==> src/rtl/mips_fetch_unit_if.sv <==
// Fetch-unit bus: run/load/branch-compare inputs and the instruction stream outputs.
// The master drives control and load signals; the slave is the fetch unit.
interface mips_fetch_unit_if #(
    parameter int unsigned IMEM_DEPTH = 64
);
    localparam int unsigned AW = $clog2(IMEM_DEPTH);

    logic          run;
    logic          load_en;
    logic [AW-1:0] load_addr;
    logic [31:0]   load_data;
    logic          cmp_equal;
    logic [31:0]   instrword;
    logic          newinstr;
    logic [31:0]   pc;
    logic          halted;

    modport master (
        output run, load_en, load_addr, load_data, cmp_equal,
        input  instrword, newinstr, pc, halted
    );

    modport slave (
        input  run, load_en, load_addr, load_data, cmp_equal,
        output instrword, newinstr, pc, halted
    );
endinterface

==> src/rtl/mips_fetch_unit.sv <==
// Instruction fetch/sequencing stage for the multi-cycle MIPS datapath: holds the PC and
// a loadable instruction memory, presents each word for a fixed window, resolves j/beq/bne.
module mips_fetch_unit #(
    parameter int unsigned IMEM_DEPTH       = 64,
    parameter int unsigned CYCLES_PER_INSTR = 5,
    parameter logic [31:0] RESET_PC         = 32'h0000_0000
) (
    input logic              clk,
    input logic              rst,
    mips_fetch_unit_if.slave bus
);
    localparam int unsigned AW = $clog2(IMEM_DEPTH);
    localparam int unsigned CW = $clog2(CYCLES_PER_INSTR);
    localparam logic [CW-1:0] LAST_CNT = CW'(CYCLES_PER_INSTR - 1);

    localparam logic [5:0] OP_J    = 6'h02;
    localparam logic [5:0] OP_BEQ  = 6'h04;
    localparam logic [5:0] OP_BNE  = 6'h05;
    localparam logic [5:0] OP_HALT = 6'h3F;

    typedef enum logic [1:0] {StIdle, StFetch, StExec, StHalt} state_e;

    state_e        r_state, w_state_nxt;
    logic [31:0]   r_pc, w_pc_nxt;
    logic [31:0]   r_instr, w_instr_nxt;
    logic          r_newinstr, w_newinstr_nxt;
    logic          r_halted, w_halted_nxt;
    logic [CW-1:0] r_cnt, w_cnt_nxt;

    logic [31:0]   r_imem [IMEM_DEPTH];

    logic [AW-1:0] w_idx;
    logic [31:0]   w_pc4;
    logic [31:0]   w_br_target;
    logic [5:0]    w_opcode;
    logic          w_last;
    logic          w_load_ok;

    assign w_idx       = r_pc[AW+1:2];
    assign w_pc4       = r_pc + 32'd4;
    assign w_br_target = w_pc4 + {{14{r_instr[15]}}, r_instr[15:0], 2'b00};
    assign w_opcode    = r_instr[31:26];
    assign w_last      = (r_cnt == LAST_CNT);

    // Loads only land while the sequencer is parked, so a load never races a fetch.
    assign w_load_ok = bus.load_en && ((r_state == StIdle) || (r_state == StHalt));

    always_ff @(posedge clk) begin
        if (w_load_ok) begin
            r_imem[bus.load_addr] <= bus.load_data;
        end
    end

    always_ff @(posedge clk or posedge rst) begin
        if (rst) begin
            r_state    <= StIdle;
            r_pc       <= RESET_PC;
            r_instr    <= 32'h0;
            r_newinstr <= 1'b0;
            r_halted   <= 1'b0;
            r_cnt      <= '0;
        end else begin
            r_state    <= w_state_nxt;
            r_pc       <= w_pc_nxt;
            r_instr    <= w_instr_nxt;
            r_newinstr <= w_newinstr_nxt;
            r_halted   <= w_halted_nxt;
            r_cnt      <= w_cnt_nxt;
        end
    end

    always_comb begin
        w_state_nxt    = r_state;
        w_pc_nxt       = r_pc;
        w_instr_nxt    = r_instr;
        w_newinstr_nxt = 1'b0;
        w_halted_nxt   = r_halted;
        w_cnt_nxt      = r_cnt;

        case (r_state)
            StIdle: begin
                if (bus.run) begin
                    w_state_nxt = StFetch;
                end
            end
            StFetch: begin
                w_instr_nxt    = r_imem[w_idx];
                w_newinstr_nxt = 1'b1;
                w_cnt_nxt      = '0;
                w_state_nxt    = StExec;
            end
            StExec: begin
                w_cnt_nxt = r_cnt + CW'(1);
                // Retire on the final window cycle; cmp_equal is only meaningful here.
                if (w_last) begin
                    w_state_nxt = bus.run ? StFetch : StIdle;
                    case (w_opcode)
                        OP_J:    w_pc_nxt = {w_pc4[31:28], r_instr[25:0], 2'b00};
                        OP_BEQ:  w_pc_nxt = bus.cmp_equal ? w_br_target : w_pc4;
                        OP_BNE:  w_pc_nxt = bus.cmp_equal ? w_pc4 : w_br_target;
                        OP_HALT: begin
                            w_pc_nxt     = r_pc;
                            w_halted_nxt = 1'b1;
                            w_state_nxt  = StHalt;
                        end
                        default: w_pc_nxt = w_pc4;
                    endcase
                end
            end
            StHalt: begin
                w_halted_nxt = 1'b1;
            end
            default: begin
                w_state_nxt = StIdle;
            end
        endcase
    end

    assign bus.instrword = r_instr;
    assign bus.newinstr  = r_newinstr;
    assign bus.pc        = r_pc;
    assign bus.halted    = r_halted;
endmodule

==> src/flat_wrapper.sv <==
// flat-port wrapper written by rule: the top's interface ports become plain ports
module mips_fetch_unit_flat 
#(
    parameter int unsigned IMEM_DEPTH       = 64,
    parameter int unsigned CYCLES_PER_INSTR = 5,
    parameter logic [31:0] RESET_PC         = 32'h0000_0000
)
  (clk, rst, bus_run, bus_load_en, bus_load_addr, bus_load_data, bus_cmp_equal, bus_instrword, bus_newinstr, bus_pc, bus_halted);
  mips_fetch_unit_if #(.IMEM_DEPTH(IMEM_DEPTH)) bus_i ();
  input logic clk;
  input logic rst;
  input wire logic [$bits(bus_i.run)-1:0] bus_run;
  input wire logic [$bits(bus_i.load_en)-1:0] bus_load_en;
  input wire logic [$bits(bus_i.load_addr)-1:0] bus_load_addr;
  input wire logic [$bits(bus_i.load_data)-1:0] bus_load_data;
  input wire logic [$bits(bus_i.cmp_equal)-1:0] bus_cmp_equal;
  output wire logic [$bits(bus_i.instrword)-1:0] bus_instrword;
  output wire logic [$bits(bus_i.newinstr)-1:0] bus_newinstr;
  output wire logic [$bits(bus_i.pc)-1:0] bus_pc;
  output wire logic [$bits(bus_i.halted)-1:0] bus_halted;
  assign bus_i.run = bus_run;
  assign bus_i.load_en = bus_load_en;
  assign bus_i.load_addr = bus_load_addr;
  assign bus_i.load_data = bus_load_data;
  assign bus_i.cmp_equal = bus_cmp_equal;
  assign bus_instrword = bus_i.instrword;
  assign bus_newinstr = bus_i.newinstr;
  assign bus_pc = bus_i.pc;
  assign bus_halted = bus_i.halted;
  mips_fetch_unit #(.IMEM_DEPTH(IMEM_DEPTH), .CYCLES_PER_INSTR(CYCLES_PER_INSTR), .RESET_PC(RESET_PC)) u_core (.clk(clk), .rst(rst), .bus(bus_i));
endmodule
==> config.mk <==
export PLATFORM = sky130hd
export DESIGN_NAME = mips_fetch_unit_flat
export DESIGN_NICKNAME = d
export VERILOG_FILES = /design/src/rtl/mips_fetch_unit_if.sv /design/src/rtl/mips_fetch_unit.sv /design/src/flat_wrapper.sv
export SDC_FILE = /design/constraint.sdc
export NUM_CORES = 2
export LEC_CHECK = 0
export BUFFER_PORTS_ARGS = -buffer_cell sky130_fd_sc_hd__clkbuf_2
export CORE_MARGIN = 1.5
export CORE_UTILIZATION = 27
export CTS_BUF_LIST = sky130_fd_sc_hd__clkbuf_8
export DETAILED_ROUTE_END_ITERATION = 7
export PLACE_DENSITY = 0.45
export SETUP_SLACK_MARGIN = 0.2
export SLEW_MARGIN = 40
export SYNTH_ARGS = -nofsm -noshare
export SYNTH_HDL_FRONTEND = slang
export SYNTH_SLANG_ARGS = --single-unit
==> constraint.sdc <==
create_clock -name clk -period 6.85 [get_ports clk]
set_clock_uncertainty 0.05 [all_clocks]
set_input_delay 1.37 -clock clk [delete_from_list [all_inputs] [get_ports clk]]
set_output_delay 1.37 -clock clk [all_outputs]
set_load 0.01 [all_outputs]
Yosys cells after proc, flatten, opt, wreduce, memory -nomap -nowiden
Memory sizes are Yosys's and may differ from the RTL's. A register that Yosys moved wholly into a read port is not among the register bits.
Index checks and enable logic that the tools add are counted.

word-level totals
  bits in registers = 39
  bits in writable memories = 2048
  bits of input ports = 43
  output and inout bits = 66
  memories = 1

memories
  name           depth  bits a word  read ports  clocked after Yosys merged registers in  write ports  RTL line               text
  u_core.r_imem  64     32           1           1                                        1            mips_fetch_unit.sv:30  logic [31:0] r_imem [IMEM_DEPTH];

cells by class
  add/sub/neg operators = 3
  eq/ne operators = 11
  mux-type cells = 15
  bitwise logic cells = 1
  reductions and logical operators = 9

operators by type and width
  cell                     count
  $pmux W32 S4             1
  $mux W32                 2
  $add A32 B3 Y32 const B  1
  $add A32 B32 Y32         1
  $eq A6 B3 Y1 const B     2
  $reduce_and A3 Y1        3
  $eq A6 B2 Y1 const B     1
  $eq A6 B6 Y1 const B     1
  $mux W1                  6
  $mux W2                  3
  $pmux W2 S3              1
  $pmux W3 S2              1
  $eq A2 B2 Y1 const B     2
  $ne A2 B1 Y1 const B     2
  $reduce_bool A2 Y1       2
  $add A3 B1 Y3 const B    1
  $eq A3 B3 Y1 const B     1
  $reduce_bool A3 Y1       1
  $eq A2 B1 Y1 const B     1
  $logic_not A2 Y1         1
  $ne A2 B2 Y1 const B     1
  $pmux W1 S2              1
  $logic_and A1 B1 Y1      1
  $logic_or A1 B1 Y1       1
  $not A1 Y1               1

Longest topological paths before layout
  depth in word-level cells = 5
  gate-level depth with buffers = 18
  mapped depth without buffers = 15

Least setup slack after synthesis
Ideal clock, no wire load.

  path type = input port to flip-flop
  start = in bus_load_addr[5]
  end = mem u_core.r_imem[38][0] (enable)
  setup time = 0.421 ns
  data arrival time = 3.579 ns
  required time = 6.379 ns
  slack = 2.800 ns
  stages = 4
  path through = clkbuf_1 > or3b_2 > clkbuf_1 > nor2_1

RTL lines
  what         RTL line               text
  from (decl)  flat_wrapper.sv:14     input wire logic [$bits(bus_i.load_addr)-1:0] bus_load_addr;
  to (decl)    mips_fetch_unit.sv:30

No word-level cell before the write port.

Worst setup path in the final report
  start = reg u_core.r_pc[7] (netlist: u_core.bus.pc[7])
  end = reg u_core.r_pc[31] (netlist: u_core.bus.pc[31])

on the way
  word-level cells in the longest chain between the ends = 4
  elaborated cells between the ends (all ways) = 5

RTL lines
  what                                RTL line                                       text
  from (decl)                         mips_fetch_unit.sv:24                          logic [31:0] r_pc, w_pc_nxt;
  from (signal assigned)              mips_fetch_unit.sv:64                          r_pc <= w_pc_nxt;
  $add A32 B3 Y32 (*)                 mips_fetch_unit.sv:40                          assign w_pc4 = r_pc + 32'd4;
  $add A32 B32 Y32                    mips_fetch_unit.sv:41                          assign w_br_target = w_pc4 + {{14{r_instr[15]}}, r_instr[15:0], 2'b00};
  $mux W32, on equally long branches  mips_fetch_unit.sv:100, mips_fetch_unit.sv:99
  $pmux W32 S4 (*)                    mips_fetch_unit.sv:97                          case (w_opcode)

Every way passes the cells marked *; elsewhere a longest branch is shown, timed or not.
A chain may end at the register's enable or synchronous reset.

==> out/qor.yml <==
run_status:
  status: "finished, final reports clean"
global_route:
  grt_pass1_vias: 42154
  grt_antenna_before_repair: 16
  grt-ovfl-total: 0
  grt_pass1_wl_um: 328000
  grt_max_degree: 109
  grt.total_usage_pct: 14.9
synth:
  synth_edf_count: 2048
  synthesis.area_um2: 83200
  async_reset_ff_share_pct: 3.26
  yosysWarnings: 0
  yosysSeqAreaShare_pct: 75.9
  yosys.cell_types.count: 63
  syn_inst: 3670
  ys_ff_latch: 2117
  synth_area_per_cell_um2: 22.7
  ys_dominant_reg_cell: "edfxtp_1"
routing:
  avgViaCountPerCell: 4.73
  firstDrtPassIters: 5
  ant_nets: 0
  wl_per_cell_um: 27.5
  drt-total-wl_um: 234000
  drt-initial-drc-count: 3774
  vias: 40247
  drc_errors: 0
timing:
  finalSetupViolCount: 0
  timing.fmax_ghz: 0.204
  tns_ps: 0
  finalCritPeriodShare_pct: 71.7
  relSlewSlack_pct: 38.5
  slew_viol_final: 0
  period_needed_ps: 4910
  tightest_slew_ps: 923
  rsz0062_at_grt: "no"
  hold_viol: 0
place:
  dp_cells: 7852
  hpwl_um: 134000
  postPlaceCellArea_um2: 90300
  port_buffers: 106
  gp_congestion: 0.776
min_path:
  hold_path_class: "in -> async"
floorplanning:
  core_um2: 306000
  die_x_um: 558
  die_area_um2: 312000
  rows: 203
  initial_core_util_pct: 27.2
  ios: 109
  chipHeight_um: 558
clock_tree:
  cts_resized: 0
  h-tree-depth: 5
  cts_tree: "done"
  cts_root_buf: "clkbuf_8"
  post_cts_buffers: 0
  cts_buffers: 363
  path_clk_slew_ps: 70
  clock_latency_ps: 950
  clockBufferDepth: 4
  cts.sinks: 2117
  postCtsHoldBufs: 0
finish:
  fin_util_pct: 31.7
  drive_gt1_share_pct: 33.9
  finalNonFillerCells: 8515
  design_area_um2: 97000
  area_growth_pct: 16.6
  nets: 4210
setup_path:
  endpoint_kind: "register"
  worstPathArrival_ps: 5670
  path_max_fanout: 39
  crit_path_start_kind: "register"
  cp_slowest_cell: "dfrtp_4"
  path_cells: "and4_1 -> nand4_1 -> nor2_1 -> and2_1 -> nand3_1 -> xnor2_1 -> ha_1 -> and3_1 -> nand2_1 -> nor2_1 -> o2111ai_1 -> nand4_1 -> nor3b_1 -> nor3b_1 -> o311ai_1"
  critical_path_class: "reg -> reg"
  max_stage_delay_ps: 930
  required_ps: 7610
power_and_ir_drop:
  p_leak_nw: 31.6
  vdd_drop_max_mv: 0.137
  pwr_density_cell_nw_per_um2: 260
flow_run:
  max_cap_viol_count: 0
[per-stage QoR]
stage / power (mW) / hold slack (ps) / worst slack (ps)
after floorplan: 14.6 / 456 / 2800
after global placement: 14.9 / 442 / 1660
after detailed placement: 15.0 / 427 / 1900
after CTS: 25.6 / 293 / 1890
after global routing: 26.1 / 342 / 1500
final: 25.2 / 394 / 1940
[sequential cells by signal, indices dropped and copies added, names as in the netlist]
signal / cells
u_core.bus.pc: 30
u_core.bus.newinstr: 1
u_core.r_imem: 2048
u_core.bus.instrword: 32
u_core.r_state: 2
u_core.r_cnt: 3
u_core.bus.halted: 1
[worst max-delay path: cells and delay by family, from the launching register on]
| kind | cells | cell delay [ps] |
|---|---|---|
| xor+xnor | 1 | 180 |
| fa+ha+maj | 1 | 350 |
| simple gates | 11 | 2900 |
| compound gates | 2 | 370 |
| flops | 1 | 930 |
[cell type report]
cell class	instances	area (um2)
Fill cell	29405	209000
Sequential cell	2117	63200
Multi-Input combinational cell	1340	19600
Clock buffer	373	5130
Tap cell	4100	5130
Timing Repair Buffer	283	2380
Clock inverter	277	1420
Inverter	18	72.6
Antenna cell	7	17.5
[per-layer routing]
metal | up-vias | global-route usage, % | share of wire, %
met5 | - | 0 | 0.0056
met4 | 2 | 3.86 | 2.2
met3 | 347 | 2.68 | 5.4
met2 | 1171 | 23.6 | 47
met1 | 22076 | 20.9 | 45
li1 | 16651 | - | -
[cell usage in the layout (no fill, tap or decap), types with 10 or more instances in the layout]
cell / count
edfxtp_1: 2048
mux4_2: 640
clkbuf_8: 373
inv_1: 135
buf_4: 135
clkbuf_2: 104
clkinv_1: 83
a21oi_1: 67
nor2_4: 64
dfrtp_1: 63
nand2_1: 60
clkinv_2: 52
nor2_1: 44
ha_1: 42
nor2b_1: 35
a211oi_1: 33
mux2i_1: 33
mux2_2: 33
o21ai_0: 26
xnor2_1: 25
nand3_1: 24
nor3_1: 19
xor2_1: 18
o21ai_1: 18
buf_12: 14
nand4_1: 13
a21o_1: 13
buf_16: 13
o21a_1: 10
a221oi_1: 10
[kinds of logic (layout without fill, tap and decap cells)]
| kind of cell | Yosys count | in the layout | share of synthesized area (%) |
|---|---|---|---|
| compound gates | 238 | 238 | 1.87 |
| xor+xnor | 43 | 43 | 0.452 |
| flops | 2117 | 2117 | 75.9 |
| fa+ha+maj | 44 | 44 | 0.670 |
| simple gates | 307 | 307 | 1.77 |
| buf+inv | 214 | 951 | 1.13 |
| other cells | 1 | 9 | 0.00450 |
| mux | 706 | 706 | 18.2 |
[cell usage after synthesis (all sizes together) (3+ instances only)]
library cell  instances  area share (%)
o211ai                5           0.045
xnor2                25            0.26
nor2                108            0.49
ha                   43            0.65
or3                   6           0.045
o21a                 10           0.090
a211oi               37            0.33
edfxtp             2048              74
mux2                 33            0.45
clkbuf              101            0.46
a31oi                 6           0.045
nand2                63            0.28
and2                  4           0.030
a22oi                 5           0.045
and4                  3           0.032
dfrtp                69             2.1
nand3b                9           0.081
nand4                13           0.098
o22ai                 3           0.023
a21oi                67            0.40
and3                  9           0.068
nor2b                35            0.26
xor2                 18            0.19
nand3                25            0.15
nor3b                 4           0.036
buf                  95            0.59
a222oi                8           0.096
o31a                  3           0.032
nor3                 21            0.13
o31ai                 3           0.027
nand2b                3           0.023
mux4                640              17
o21ai                45            0.27
a21o                 13            0.12
a221oi               10            0.11
o21bai                5           0.045
inv                  18           0.081
mux2i                33            0.40
[final timing paths]
kind | start | end | slack, ps | cells past startpoint
setup reg to reg | u_core.bus.pc[7]$_DFFE_PP0P_ | u_core.bus.pc[31]$_DFFE_PP0P_ | 1940 | 15
max in group asynchronous | rst | u_core.bus.pc[7]$_DFFE_PP0P_ | 5120 | 3
min in group clk | u_core.bus.halted$_DFFE_PP0P_ | u_core.bus.halted$_DFFE_PP0P_ | 450 | 2
setup / recovery | u_core.bus.pc[7]$_DFFE_PP0P_ | u_core.bus.pc[31]$_DFFE_PP0P_ | 1940 | 15
hold / removal | rst | u_core.bus.newinstr$_DFF_PP0_ | 390 | 2
hold reg to reg | u_core.bus.halted$_DFFE_PP0P_ | u_core.bus.halted$_DFFE_PP0P_ | 450 | 2
[power breakdown]
group / switching (mW) / internal, mW
clock: 5.18 / 5.37
combinational: 0.315 / 0.0732
sequential: 0.0172 / 14.3
Note: power is estimated with default switching activity, not from simulation.
